<file path="src/rtl/matrix_cfg_loader.sv">
// Serial config front-end for the 5x4 switch matrix: hunts SYNC, fills an 18-word shadow, checks it, commits atomically.
// Commit or reject lands one edge after the last checksum bit; cfg_ready is low only in that CHECK cycle and while rst is high.
module matrix_cfg_loader #(
    parameter int         NTB  = 5,
    parameter int         NLR  = 4,
    parameter int         CW   = 6,
    parameter int         NENT = 2*NTB + 2*NLR,
    parameter logic [7:0] SYNC = 8'hA5
) (
    input  logic                 clk,
    input  logic                 rst,
    input  logic                 cfg_valid,
    input  logic                 cfg_data,
    output logic                 cfg_ready,
    input  logic                 cfg_abort,
    output logic [NENT*CW-1:0]   cfg_out,
    output logic                 cfg_done,
    output logic                 cfg_err,
    output logic                 busy,
    output logic [7:0]           err_cnt
);

    localparam int KW = $clog2(NENT + 2);
    localparam int BW = $clog2(CW);

    typedef enum logic [1:0] {ST_SYNC, ST_LOAD, ST_CHECK} state_t;

    state_t              r_state, w_next;
    logic [7:0]          r_window;
    logic [BW-1:0]       r_bit;
    logic [KW-1:0]       r_k;
    logic [CW-1:0]       r_word;
    logic [CW-1:0]       r_csum_run;
    logic [CW-1:0]       r_csum_rx;
    logic                r_legal;
    logic [NENT*CW-1:0]  r_shadow;
    logic [NENT*CW-1:0]  r_cfg_out;
    logic                r_done;
    logic                r_err;
    logic [7:0]          r_err_cnt;

    logic                w_accept;
    logic [7:0]          w_window;
    logic [CW-1:0]       w_word;
    logic                w_word_end;
    logic                w_pass;
    logic                w_commit;
    logic                w_reject;

    // Select 0 leaves a destination undriven, so its index field is don't-care.
    function automatic logic f_legal(input logic [CW-1:0] w);
        case (w[2:0])
            3'd0:       f_legal = 1'b1;
            3'd1, 3'd3: f_legal = int'(w[CW-1:3]) < NTB;
            3'd2, 3'd4: f_legal = int'(w[CW-1:3]) < NLR;
            default:    f_legal = 1'b0;
        endcase
    endfunction

    assign cfg_ready  = !rst && (r_state != ST_CHECK);
    assign busy       = (r_state == ST_LOAD) || (r_state == ST_CHECK);
    assign cfg_out    = r_cfg_out;
    assign cfg_done   = r_done;
    assign cfg_err    = r_err;
    assign err_cnt    = r_err_cnt;

    assign w_accept   = cfg_valid && cfg_ready;
    assign w_window   = {r_window[6:0], cfg_data};
    assign w_word     = {r_word[CW-2:0], cfg_data};
    assign w_word_end = w_accept && !cfg_abort && (r_state == ST_LOAD) && (r_bit == BW'(CW-1));
    assign w_pass     = (r_csum_rx == r_csum_run) && r_legal;

    always_comb begin
        w_next   = r_state;
        w_commit = 1'b0;
        w_reject = 1'b0;
        case (r_state)
            ST_SYNC: begin
                if (w_accept && !cfg_abort && (w_window == SYNC))
                    w_next = ST_LOAD;
            end
            ST_LOAD: begin
                if (cfg_abort)
                    w_next = ST_SYNC;
                else if (w_word_end && (r_k == KW'(NENT)))
                    w_next = ST_CHECK;
            end
            ST_CHECK: begin
                w_next = ST_SYNC;
                if (!cfg_abort) begin
                    w_commit = w_pass;
                    w_reject = !w_pass;
                end
            end
            default: w_next = ST_SYNC;
        endcase
    end

    always_ff @(posedge clk) begin
        if (rst) begin
            r_state    <= ST_SYNC;
            r_window   <= '0;
            r_bit      <= '0;
            r_k        <= '0;
            r_word     <= '0;
            r_csum_run <= '0;
            r_csum_rx  <= '0;
            r_legal    <= 1'b1;
            r_shadow   <= '0;
            r_cfg_out  <= '0;
            r_done     <= 1'b0;
            r_err      <= 1'b0;
            r_err_cnt  <= '0;
        end else begin
            r_state <= w_next;
            r_done  <= w_commit;
            r_err   <= w_reject;
            if (w_commit)
                r_cfg_out <= r_shadow;
            if (w_reject && (r_err_cnt != 8'hFF))
                r_err_cnt <= r_err_cnt + 8'd1;

            // Window is zero whenever SYNC is re-entered because it is cleared on the way out.
            if (r_state == ST_SYNC) begin
                if (cfg_abort) begin
                    r_window <= '0;
                end else if (w_accept) begin
                    if (w_window == SYNC) begin
                        r_window   <= '0;
                        r_bit      <= '0;
                        r_k        <= '0;
                        r_csum_run <= '0;
                        r_legal    <= 1'b1;
                    end else begin
                        r_window <= w_window;
                    end
                end
            end

            if ((r_state == ST_LOAD) && w_accept && !cfg_abort) begin
                r_word <= w_word;
                if (w_word_end) begin
                    r_bit <= '0;
                    r_k   <= r_k + KW'(1);
                    if (r_k < KW'(NENT)) begin
                        for (int i = 0; i < NENT; i++)
                            if (r_k == KW'(i))
                                r_shadow[i*CW +: CW] <= w_word;
                        r_csum_run <= r_csum_run ^ w_word;
                        r_legal    <= r_legal && f_legal(w_word);
                    end else begin
                        r_csum_rx <= w_word;
                    end
                end else begin
                    r_bit <= r_bit + BW'(1);
                end
            end
        end
    end

endmodule
</file>
<file path="config.mk">
export PLATFORM = sky130hd
export DESIGN_NAME = matrix_cfg_loader
export DESIGN_NICKNAME = d
export VERILOG_FILES = /design/src/rtl/matrix_cfg_loader.sv
export SDC_FILE = /design/constraint.sdc
export NUM_CORES = 1
export LEC_CHECK = 0
export CAP_MARGIN = 20
export CORE_MARGIN = 2
export CORE_UTILIZATION = 55
export CTS_BUF_LIST = sky130_fd_sc_hd__clkbuf_16
export DETAILED_ROUTE_END_ITERATION = 12
export GPL_TIMING_DRIVEN = 0
export PLACE_DENSITY_LB_ADDON = 0.15
export SLEW_MARGIN = 20
export SYNTH_ARGS = -nofsm -noshare
export SYNTH_HDL_FRONTEND = slang
export SYNTH_SLANG_ARGS = --single-unit
</file>
<file path="constraint.sdc">
create_clock -name clk -period 2.55 [get_ports clk]
set_input_delay 0.51 -clock clk [delete_from_list [all_inputs] [get_ports clk]]
set_output_delay 0.51 -clock clk [all_outputs]
set_load 0.05 [all_outputs]
</file>
# After elaboration in Yosys (flattened, before gate mapping)
# Index checks and enable logic that the tools add are counted.
dict set report word_totals {
  ff_bits 261
  output_inout_bits 120
}
dict set report op_classes {
  add_sub_neg 3
  order_cmp 3
  n_eq_ne 32
  mux 42
  bitwise 2
  n_reduce_logical 47
}
# cell n
set ops {}
lappend ops {{4-bit AND reduction} 19}
lappend ops {{6-bit 2-to-1 mux} 7}
lappend ops {{5-bit by 4-bit == test with 1-bit output, second input constant} 8}
lappend ops {{5-bit 2-to-1 mux} 6}
lappend ops {{7-bit 2-to-1 mux} 3}
lappend ops {{5-bit by 3-bit == test with 1-bit output, second input constant} 4}
lappend ops {{3-bit 2-to-1 mux} 6}
lappend ops {{5-bit == test, second input constant} 3}
lappend ops {{1-bit 2-to-1 mux} 15}
lappend ops {{1-bit logical AND} 12}
lappend ops {{5-bit by 2-bit == test with 1-bit output, second input constant} 2}
lappend ops {{8-bit by 1-bit adder with 8-bit output, second input constant} 1}
lappend ops {{8-bit == test, second input constant} 1}
lappend ops {{8-bit inequality test, second input constant} 1}
lappend ops {{2-bit nonzero test} 4}
lappend ops {{3-bit by 2-bit == test with 1-bit output, second input constant} 2}
lappend ops {{3-bit == test, second input constant} 2}
lappend ops {{6-bit == test} 1}
lappend ops {{3-bit less-than comparator, second input constant} 2}
lappend ops {{2-bit 2-to-1 mux} 3}
lappend ops {{6-bit XOR} 1}
lappend ops {{5-bit by 1-bit adder with 5-bit output, second input constant} 1}
lappend ops {{5-bit by 1-bit == test with 1-bit output, second input constant} 1}
lappend ops {{5-bit logical NOT} 1}
lappend ops {{18 further kinds} 23}

# Longest topological paths before layout
# Gate-level depths: netlist (run 1).
dict set report depth {
  ltp_word 13
  ltp_mapped 9
  depth_no_buf 7
}

# Worst setup path after synthesis (run 1)
# OpenSTA, ideal clock, no wires.
dict set report synth_path {
  kind {input to output}
  startpoint {in rst}
  endpoint {out cfg_ready}
  arrival_time_ns 1.748
  required_time_ns 2.040
  setup_slack_ns 0.292
  path_stages 4
  n_path_buf 3
  cell_sequence {clkbuf_1 clkbuf_1 clkbuf_1 nor2_1}
}
dict set report synth_between {
  elab_chain_cells 2
}
# item line_no
set synth_rtl {}
lappend synth_rtl {{from (decl)} 11} ;# input logic rst,
lappend synth_rtl {{1-bit logical NOT} 60} ;# assign cfg_ready = !rst && (r_state != ST_CHECK);
lappend synth_rtl {{1-bit logical AND} 60}
lappend synth_rtl {{to (decl)} 14} ;# output logic cfg_ready,
# Every way passes these cells.

# Final worst setup path (run 1)
# Ends and elaborated chain as after synthesis.

==> results by group, run 1 <==
Run status
  – Status: completed

Floorplan
  – Area of the die: approximately 19000 sq um
  – Initial core utilization: 0.555
  – Standard-cell rows: approximately 50
  – I/O pins: 125
  – Die outline height: 138 um
  – Core Region: ~18000 sq um
  – Floorplan die width: roughly 140 um

Power
  – Comb pwr share: 0.018
  – Internal power summed over all cells: 6.11 mW
  – Clock share of power: 0.459
  – Largest vdd supply drop: roughly 0.6 mV
  – Net switching power: about 1.7 mW
  – Share of power burned in registers: 0.523
  – Switching share of total power: 0.216
  – Leakage Power: 4.70 nW
  – Power density relative to cell area: 633 nW/um^2

STA
  – Shortest period the worst path allows: 2.52 ns
  – Fmax: 397 MHz
  – Count of endpoints failing hold in the final timing report: 0
  – Max_slew headroom: 0.343
  – Max Clock Skew: 0.0120 ns
  – Slew Limit Fails: 0
  – Setup violation total in the final timing report: 0
  – Post-route fraction of the period consumed by the critical path: 0.987
  – Worst Tran Pin Value: 0.986 ns

Cells and area
  – Final Cell Area: 12300 sq um
  – Filler instances: 1476
  – Commonest non-fill, non-tap cells in the layout: dfxtp_1 (261), nand2_1 (247), nor2_1 (145), a21oi_1 (133), clkdlybuf4s50_1 (121)
  – Relative area change from synthesis to final layout: 24.3%
  – Utilization after layout: 0.690
  – Commonest non-fill, non-tap cell in the layout: dfxtp_1
  – Nets: 1286
  – Antenna diode count: 0
  – Fraction of layout instances using a drive strength above 1: 0.0707

Synth
  – Proportion of netlist area held by the largest area contributor: 0.527
  – Average size of a mapped cell: roughly 8.9 sq um
  – Count of distinct cell types in the synthesized netlist: 50
  – Total of flip-flops plus latches after synthesis: 261
  – FFs w/ async S/R, synth: 0
  – Count of flip-flops with a built-in enable after synthesis: 0
  – Largest cells by area after synthesis: dfxtp_1 (53%), mux2i_1 (11%), nand2_1 (9.4%)
  – Synthesis Warnings: 0
  – Most used flip-flop cell after synthesis: dfxtp_1
  – Post-synthesis cell type with the largest combined area: dfxtp_1
  – Area of the mapped netlist: ~9900 sq um
  – Sequential area share after synthesis: 0.527
  – Synthesized Nets: 1132
  – Post-Synthesis Cells: around 1100

Setup path
  – Startpoint class of the critical path: primary input
  – Data arrival time at the worst-slack endpoint: 2.01 ns
  – Worst-path fanout max: 19
  – CP Data Required Time: between 2 and 2.5 ns
  – Worst setup EP type: primary output
  – Worst Setup Path Type: primary input to primary output

CTS
  – Clock transition time at the flip-flop clock pins of the worst setup and hold paths: 0.06 ns
  – H-Tree Level Count: 1
  – Maximum buffer depth of the clock tree: 3
  – Skew-Pair Late Insertion Delay: 0.53 ns
  – Number of hold-repair buffers added at the cts stage: 0
  – Clock Root Buffer: clkbuf_16
  – Clock buffers created by TritonCTS: 26
  – Clock tree from TritonCTS: done
  – Number of clock sinks: 261

Route
  – Wirelength per Cell: 16.5 um
  – Met2 Routed Length: between 10 and 15 mm
  – Number of DRC violations after detailed routing: 0
  – Count of vias placed by the detailed router: ~8100
  – Average via count per standard cell: 5.37
  – Routed Antenna Nets: 0
  – Met1 routed wirelength after detailed routing: 11.5 mm
  – Wirelength, routed: between 20 and 30 mm
  – Top Metal Used: met4
  – DR pass1 iterations: 5
  – Iteration-0 DRC count of the detailed router: 554
  – Routed wire length on met3: ~1.4 mm

Place
  – RD Place Congestion: 0.934
  – Number of port buffers: 123
  – Detailed placement HPWL: 16.8 mm
  – Placed Area: 11400 sq um

Flow run
  – MaxCap Viol Count: 0

Global route
  – Global-route usage over all layers: 0.256
  – Initial antenna violation count: 0
  – GRT Residual Overflow: 0
  – Via count of the first global-routing pass: between 7000 and 8000
  – Maximum number of pins on one net before global-route repair: 20
  – Wire length of the first global-routing pass: ~40 mm

Min path
  – Kind of path behind the tightest hold check: flop to flop
-- per-layer routing --
metal	track usage	vias to the layer above
met5	0	-
met3	0.0333	32
met2	0.427	227
li1	-	4029
met4	0.0575	0
met1	0.359	3857
-- flip-flops by register name, indices dropped and copies added (netlist names) --
name        count
r_csum_rx       6
r_csum_run      6
r_shadow      108
r_word          5
r_k             5
cfg_done        1
cfg_out       108
r_bit           3
r_legal         1
r_window        7
cfg_err         1
err_cnt         8
r_state         2
-- stage by stage --
stage	power [mW]	TNS (ns)	cells	setup WS (ns)	hold slack [ns]
finish	7.80	0	1516	0.0331	0.449
global route	8.01	-0.0837	1516	-0.0230	0.469
CTS	7.81	0	1514	0.0222	0.454
detailed placement	4.30	-66.73	1468	-1.36	0.443
global placement	4.30	-58.37	1468	-1.32	0.440
floorplan	4.24	0	1116	0.292	0.431
-- power groups by stage --
stage	Clock, mW	Combinational [mW]	Sequential, mW
6_report	3.58	0.137	4.08
5_1_grt	3.79	0.146	4.07
3_5_place_dp	0	0.134	4.17
4_1_cts	3.60	0.135	4.08
3_3_place_gp	0	0.133	4.17
2_1_floorplan	0	0.0761	4.17
-- path summary, 6_finish.rpt --
path                start            to  slack (ns)  cells past startpoint
max                   rst     cfg_ready        0.03                      5
min          r_shadow[55]   cfg_out[55]        0.45                      2
max reg2reg    r_state[0]  r_shadow[77]        0.12                      9
min reg2reg  r_shadow[55]   cfg_out[55]        0.45                      2
-- critical path: stages --
cell,delay [ns]
clkdlybuf4s50_1,0.48
clkbuf_8,0.24
clkbuf_4,0.23
nor2_1,0.15
clkdlybuf4s15_2,0.39
-- cells by family (layout without fill, tap and decap cells) --
kind of cell    after synthesis  in the layout  synth area share
compound gates              167            167            0.0907
mux                         108            108             0.109
buf+inv                      88            259            0.0379
simple gates                469            469             0.211
fa+ha+maj                    11             11            0.0139
xor+xnor                     12             12            0.0106
flops                       261            261             0.527
-- repair_timing --
item / 4_1_cts / 5_1_grt
resized for setup: 10 / 5
setup buffers: 3 / 2
setup endpoints to repair: 26 / 52
pin swaps: 1 / 2
-- cells in the mapped netlist (2+ instances only) --
cell,instances
clkbuf_1,58
nand2b_1,2
and4_1,2
mux2i_1,108
nor2_1,145
inv_1,7
or4_1,2
buf_6,2
or3_1,7
xnor2_1,9
a22oi_1,8
nor2b_1,3
nand2_1,247
dfxtp_1,261
o21ai_0,5
o31ai_1,3
nand4_1,6
buf_1,3
buf_2,15
buf_4,3
nor4bb_1,2
and2_1,4
nand4_2,6
xor2_1,3
a31oi_1,10
a21oi_1,133
and3_1,4
nor3_1,8
nand3_1,8
ha_1,11
nor3_4,4
nor2_2,3
nand3_2,7
-- final cells by class --
type	instances	area (sq um)	area share
well taps	229	287	0.0233
plain buffers	79	355	0.0289
flip-flops and latches	261	5230	0.424
multi-input cells	767	4350	0.353
inverters	7	26.3	0.00213
repair buffers	128	1280	0.104
clock inverters	18	115	0.00935
clock buffers	27	676	0.0549
Note: power is estimated with default switching activity, not from simulation.
==> inputs of run 2 (changes only) <==
--- a/config.mk
+++ b/config.mk
@@ -5,13 +5,15 @@
 export SDC_FILE = /design/constraint.sdc
 export NUM_CORES = 1
 export LEC_CHECK = 0
+export ABC_AREA = 1
 export CAP_MARGIN = 20
 export CORE_MARGIN = 2
-export CORE_UTILIZATION = 55
+export CORE_UTILIZATION = 56
 export CTS_BUF_LIST = sky130_fd_sc_hd__clkbuf_16
 export DETAILED_ROUTE_END_ITERATION = 12
-export GPL_TIMING_DRIVEN = 0
+export GPL_TIMING_DRIVEN = 1
 export PLACE_DENSITY_LB_ADDON = 0.15
+export REMOVE_ABC_BUFFERS = 1
 export SLEW_MARGIN = 20
 export SYNTH_ARGS = -nofsm -noshare
 export SYNTH_HDL_FRONTEND = slang
==> run 2 against run 1 <==
Sequential share of layout area fell by 3.3 points; utilization rose by 0.077 points; worst setup slack improved by 0.20 ns; sequential cell count did not move; critical path type is now flop to primary output; highest routed layer unchanged.
==> results by group, run 2 <==
Cells and area
  – Fraction of layout instances using a drive strength above 1: 0.0555
  – Antenna diode count: 0
  – Final Cell Area: roughly 13000 sq um
  – Commonest non-fill, non-tap cell in the layout: nand2_1
  – Nets: around 1700
  – Relative area change from synthesis to final layout: 21.9%
  – Utilization after layout: 0.691
  – Commonest non-fill, non-tap cells in the layout: nand2_1 (364), nor2_1 (290), dfxtp_1 (261), a21oi_1 (181), inv_1 (147)

Place
  – Number of port buffers: 124
  – Detailed placement HPWL: roughly 16 mm
  – Dpl ws: 0.0487 ns
  – RD Place Congestion: about 0.9
  – Placed Area: 12500 sq um

Min path
  – Kind of path behind the tightest hold check: flop to flop
  – Min-Delay Path Depth: 2

Setup path
  – Worst Setup Path Type: flop to primary output
  – Master of the slowest instance on the critical path: dlygate4sd2_1
  – Delay-heaviest family, CP: buffers and inverters
  – Maximum single-stage delay on the critical path: 0.53 ns
  – Data arrival time at the worst-slack endpoint: 1.81 ns
  – Startpoint class of the critical path: flop
  – Worst-path fanout max: 3
  – Worst setup EP type: primary output
  – Cell-by-cell listing of the critical path: inv_1 > ha_1 > dlygate4sd2_1
  – Start of the worst register-to-register path: r_state[0]
  – Timing endpoint of the critical path: busy
  – Cells on worst reg2reg path: 12
  – Worst reg2reg endpoint: r_shadow[29]
  – Reg2reg setup slack: 0.35 ns
  – Total number of cells along the worst setup path: 3
  – CP Data Required Time: 2.04 ns
  – Critical path startpoint: r_state[0]
  – Buffers plus inverters on the worst setup path: 2

Global route
  – GRT Residual Overflow: 0
  – Via count of the first global-routing pass: 8755
  – Global-route met1 utilization: 0.333
  – Busiest layer in global routing: met2
  – Initial antenna violation count: 0
  – Met2 demand-to-capacity share in global routing: 0.407
  – Wire length of the first global-routing pass: 41.7 mm
  – Global-route usage over all layers: 0.242
  – Met3 Usage GRT: 0.0307
  – Maximum number of pins on one net before global-route repair: 63

Route
  – DR pass1 iterations: 6
  – Wirelength, routed: about 26 mm
  – Routed Antenna Nets: 0
  – Wirelength per Cell: 13.1 um
  – Count of vias placed by the detailed router: 9984
  – Average via count per standard cell: roughly 5
  – Number of DRC violations after detailed routing: 0
  – Iteration-0 DRC count of the detailed router: 575

CTS
  – H-Tree Level Count: 1
  – Clock Root Buffer: clkbuf_16
  – Number of hold-repair buffers added at the cts stage: 0
  – Clock transition time at the flip-flop clock pins of the worst setup and hold paths: 0.06 ns
  – Clock tree from TritonCTS: done
  – Maximum buffer depth of the clock tree: 3
  – Number of clock sinks: 261
  – Clock buffers created by TritonCTS: 26
  – Skew-Pair Late Insertion Delay: 0.53 ns

Synth
  – FFs w/ async S/R, synth: 0
  – Most used flip-flop cell after synthesis: dfxtp_1
  – Synthesis Warnings: 0
  – Total of flip-flops plus latches after synthesis: 261
  – Largest cells by area after synthesis: dfxtp_1 (48%), nand2_1 (12%), nor2_1 (9.9%)
  – Average size of a mapped cell: 6.93 sq um
  – Area of the mapped netlist: 11000 sq um
  – Cell types with the highest counts after synthesis: nand2_1 (364), nor2_1 (290), dfxtp_1 (261)
  – Sequential area share after synthesis: 0.477
  – Count of distinct cell types in the synthesized netlist: 30
  – Proportion of netlist area held by the largest area contributor: 0.477
  – Post-synthesis cell type with the largest combined area: dfxtp_1
  – Post-Synthesis Cells: about 1600
  – Count of flip-flops with a built-in enable after synthesis: 0
  – Most common cell in the netlist: nand2_1

STA
  – Fmax: 431 MHz
  – Post-route fraction of the period consumed by the critical path: 0.910
  – Worst Tran Pin Value: slightly above 0.7 ns
  – Shortest period the worst path allows: ~2.3 ns
  – Smallest setup slack after layout: ~0.23 ns
  – Unrepaired setup endpoints after global routing: no
  – Slew Limit Fails: 0
  – Max Clock Skew: 0.0228 ns
  – Max_slew headroom: 0.516
  – Count of endpoints failing hold in the final timing report: 0
  – Setup violation total in the final timing report: 0

Run status
  – Status: completed

Floorplan
  – Core Region: roughly 19000 sq um
  – I/O pins: 125
  – Area of the die: around 21000 sq um
  – Floorplan die width: 144 um
  – Standard-cell rows: 51
  – Initial core utilization: 0.567
  – Die outline height: 144 um

Power
  – Largest vdd supply drop: roughly 0.56 mV
  – Power density relative to cell area: about 600 nW/um^2
  – Leakage Power: just under 6 nW

Flow run
  – MaxCap Viol Count: 0
run 2: worst min path at each step:
stage	from	to	slack (ns)
2_1_floorplan	r_shadow[100]	r_shadow[100]	0.43
3_3_place_gp	r_shadow[11]	r_shadow[11]	0.44
6_report	r_shadow[11]	r_shadow[11]	0.45
4_1_cts	r_shadow[11]	r_shadow[11]	0.45
3_5_place_dp	r_shadow[11]	r_shadow[11]	0.44
5_1_grt	r_shadow[11]	r_shadow[11]	0.47
run 2: layer usage:
| metal | part of all wire | up-vias |
|---|---|---|
| met3 | 0.049 | 33 |
| met5 | 0 | - |
| met2 | 0.47 | 249 |
| met1 | 0.46 | 4556 |
| met4 | 0.016 | 0 |
| li1 | - | 5146 |
run 2: where the power goes:
| group | internal [mW] | leakage (nW) | switching (mW) |
|---|---|---|---|
| combinational | 0.0541 | 3.28 | 0.117 |
| clock | 2.10 | 0.405 | 1.55 |
| sequential | 4.08 | 2.10 | 0.000280 |
| total | 6.24 | 5.79 | 1.67 |
run 2: logic make-up (layout without fill, tap and decap cells):
logic type      after synthesis  after routing  synth area share
simple gates                818            818             0.305
buf+inv                     248            359            0.0912
xor+xnor                      3              3           0.00240
compound gates              241            241             0.111
flops                       261            261             0.477
fa+ha+maj                    11             11            0.0126
run 2: timing repair:
item / 4_1_cts / 5_1_grt
setup endpoints to repair: 1 / 0
endpoints found under the hold margin: 0 / 0
buffers inserted: 0 / 0
resized for setup: 1 / 0
run 2: area by class of cell:
cell class | instances | area, sq um
sequential | 261 | 5230
tap | 265 | 332
fill | 1683 | 5980
clock inverter | 20 | 139
inverter | 152 | 586
clock buffer | 27 | 676
timing repair buffer | 160 | 1670
multi-input combinational | 1073 | 4730
run 2: through the flow:
stage          hold slack [ns]  power, mW  std cells  setup TNS [ns]
2_1_floorplan            0.432       4.30       1486         -434.72
3_3_place_gp             0.437       4.34       1911               0
3_5_place_dp             0.443       4.34       1911               0
4_1_cts                  0.453       7.97       1958               0
5_1_grt                  0.466       8.15       1958               0
6_report                 0.450       7.91       1958               0
run 2: tightest hold or removal path, delay by kind of cell, from the launching register on:
kind,cells,cell delay (ns)
buffers and inverters,1,0.06
DFF,1,0.30
AOI/OAI and AO/OA,1,0.05
==> inputs of run 3 (changes only) <==
--- a/config.mk
+++ b/config.mk
@@ -7,13 +7,14 @@
 export LEC_CHECK = 0
 export ABC_AREA = 1
 export CAP_MARGIN = 20
-export CORE_MARGIN = 2
 export CORE_UTILIZATION = 56
 export CTS_BUF_LIST = sky130_fd_sc_hd__clkbuf_16
+export CTS_CLUSTER_DIAMETER = 80
 export DETAILED_ROUTE_END_ITERATION = 12
 export GPL_TIMING_DRIVEN = 1
 export PLACE_DENSITY_LB_ADDON = 0.15
 export REMOVE_ABC_BUFFERS = 1
+export SKIP_LAST_GASP = 1
 export SLEW_MARGIN = 20
 export SYNTH_ARGS = -nofsm -noshare
 export SYNTH_HDL_FRONTEND = slang
==> run 3 against run 2 <==
Power down 1.8%; register-to-register slack better by 0.02 ns; clock-buffer cell count stayed put; maximum frequency up 1.5%; largest power group unchanged; global-route usage grew 1.1 points; final cell count decreased by 0.51%; sequential share of layout area grew 0.35 points; design area shrank 0.89%; non-clock buffer count is 3 lower; first-iteration DRC count rose by 14%; critical path depth down 2; sequential cell count unchanged.
==> results by group, run 3 (synthesis results as in run 2) <==
Run status
  – Status: completed

Power
  – Power density relative to cell area: 586 nW/um^2
  – Largest vdd supply drop: 0.483 mV
  – Internal power summed over all cells: 6.12 mW
  – Clock share of power: 0.453
  – Switching share of total power: 0.211
  – Comb pwr share: 0.022
  – Leakage Power: 5.73 nW
  – Net switching power: approximately 1.6 mW
  – Share of power burned in registers: 0.525

Global route
  – Initial antenna violation count: 0
  – GRT Residual Overflow: 0
  – Wire length of the first global-routing pass: approximately 42 mm
  – Maximum number of pins on one net before global-route repair: 87
  – Global-route usage over all layers: 0.253
  – Via count of the first global-routing pass: ~8800

STA
  – Unrepaired setup endpoints after global routing: no
  – Max_slew headroom: 0.502
  – Smallest setup slack after layout: 0.262 ns
  – Max Clock Skew: slightly above 0.01 ns
  – Worst Tran Pin Value: 0.745 ns
  – Fmax: about 440 MHz
  – Slew Limit Fails: 0
  – Count of endpoints failing hold in the final timing report: 0
  – Shortest period the worst path allows: between 2 and 2.5 ns
  – Setup violation total in the final timing report: 0
  – Post-route fraction of the period consumed by the critical path: 0.897

Flow run
  – MaxCap Viol Count: 0

Setup path
  – Worst setup EP type: primary output
  – Maximum single-stage delay on the critical path: 0.84 ns
  – CP Data Required Time: approximately 2 ns
  – Worst Setup Path Type: flop to primary output
  – Buffers plus inverters on the worst setup path: 1
  – Delay-heaviest family, CP: buffers and inverters
  – Startpoint class of the critical path: flop
  – Data arrival time at the worst-slack endpoint: 1.78 ns
  – Master of the slowest instance on the critical path: clkdlybuf4s50_1
  – Worst-path fanout max: 5
  – Cell-by-cell listing of the critical path: clkdlybuf4s50_1

Cells and area
  – Relative area change from synthesis to final layout: 20.8%
  – Fraction of layout instances using a drive strength above 1: 0.0515
  – Nets: 1688
  – Commonest non-fill, non-tap cell in the layout: nand2_1
  – Utilization after layout: 0.698
  – Count of placed standard cells in the final layout, fillers left out: 1948
  – Commonest non-fill, non-tap cells in the layout: nand2_1 (364), nor2_1 (290), dfxtp_1 (261), a21oi_1 (181), inv_1 (147)
  – Filler instances: approximately 1600
  – Final Cell Area: 13200 sq um
  – Antenna diode count: 0

Route
  – Number of DRC violations after detailed routing: 0
  – Iteration-0 DRC count of the detailed router: 655
  – Wirelength, routed: 25.8 mm
  – Wirelength per Cell: 13.2 um
  – DR pass1 iterations: 5
  – Count of vias placed by the detailed router: 9942
  – Average via count per standard cell: 5.10
  – Routed Antenna Nets: 0

Place
  – Total instance count after detailed placement: roughly 1900
  – Number of port buffers: 124
  – RD Place Congestion: 0.831
  – Dpl ws: between 0.07 and 0.08 ns
  – Detailed placement HPWL: 16.1 mm
  – Placed Area: 12500 sq um

CTS
  – Maximum buffer depth of the clock tree: 3
  – Number of clock sinks: between 200 and 300
  – Clock Root Buffer: clkbuf_16
  – Clock buffers created by TritonCTS: 27
  – Post-CTS setup buffer count: 0
  – Clock transition time at the flip-flop clock pins of the worst setup and hold paths: around 0.060 ns
  – Skew-Pair Late Insertion Delay: 0.52 ns
  – Clock tree from TritonCTS: done
  – H-Tree Level Count: 1

Floorplan
  – Core Region: around 19000 sq um
  – Die outline height: roughly 140 um
  – Area of the die: 20100 sq um
  – Standard-cell rows: 50
  – I/O pins: between 100 and 150
  – Initial core utilization: 0.578
  – Floorplan die width: 142 um

Min path
  – Kind of path behind the tightest hold check: flop to flop
[run 3: cell types whose count changed in the layout (fill, tap and decap cells not counted)]
cell        change
clkinvlp_4      -1
clkinv_2        -2
buf_12          -4
buf_4           +1
clkinv_1        +2
bufinv_16       -1
[run 3: power by group through the flow]
stage / Sequential [mW] / Combinational [mW] / Clock [mW]
after CTS: 4.08 / 0.166 / 3.57
after global routing: 4.08 / 0.184 / 3.74
after detailed placement: 4.17 / 0.166 / 0
after global placement: 4.17 / 0.166 / 0
final: 4.08 / 0.167 / 3.52
after floorplan: 4.17 / 0.132 / 0
[run 3: final timing paths]
| check | end | cells after the start | slack, ns | startpoint |
|---|---|---|---|---|
| max | err_cnt[6] | 1 | 0.26 | err_cnt[6] |
| min | r_shadow[101] | 2 | 0.46 | r_shadow[101] |
| max reg2reg | r_shadow[100] | 11 | 0.37 | r_state[0] |
| min reg2reg | r_shadow[101] | 2 | 0.46 | r_shadow[101] |
[run 3: layout make-up]
type                       instances  area, sq um  share of cell area
timing repair buffer             157         1600               0.121
clock inverter                    18         98.8             0.00747
multi-input combinational       1073         4730               0.357
tap                              260          325              0.0246
sequential                       261         5230               0.395
inverter                         152          586              0.0442
clock buffer                      27          676              0.0510
[run 3: repair_timing]
item,in CTS,in global routing
hold endpoints to repair,0,0
hold buffers,0,0
gates resized for setup,1,0
setup endpoints to repair,1,0
[run 3: per-layer routing]
| metal | up-vias | wire, um | GRT usage |
|---|---|---|---|
| met5 | - | 0 | 0 |
| met4 | 0 | 368 | 0.0656 |
| met3 | 34 | 1340 | 0.0364 |
| met2 | 249 | 12100 | 0.430 |
| met1 | 4512 | 12000 | 0.336 |
| li1 | 5147 | - | - |
[run 3: metrics by stage]
stage	hold WS [ns]	power [mW]	TNS (ns)
final	0.456	7.76	0
after global routing	0.473	8.00	0
after CTS	0.454	7.81	0
after detailed placement	0.446	4.33	0
after global placement	0.440	4.33	0
after floorplan	0.432	4.30	-434.72
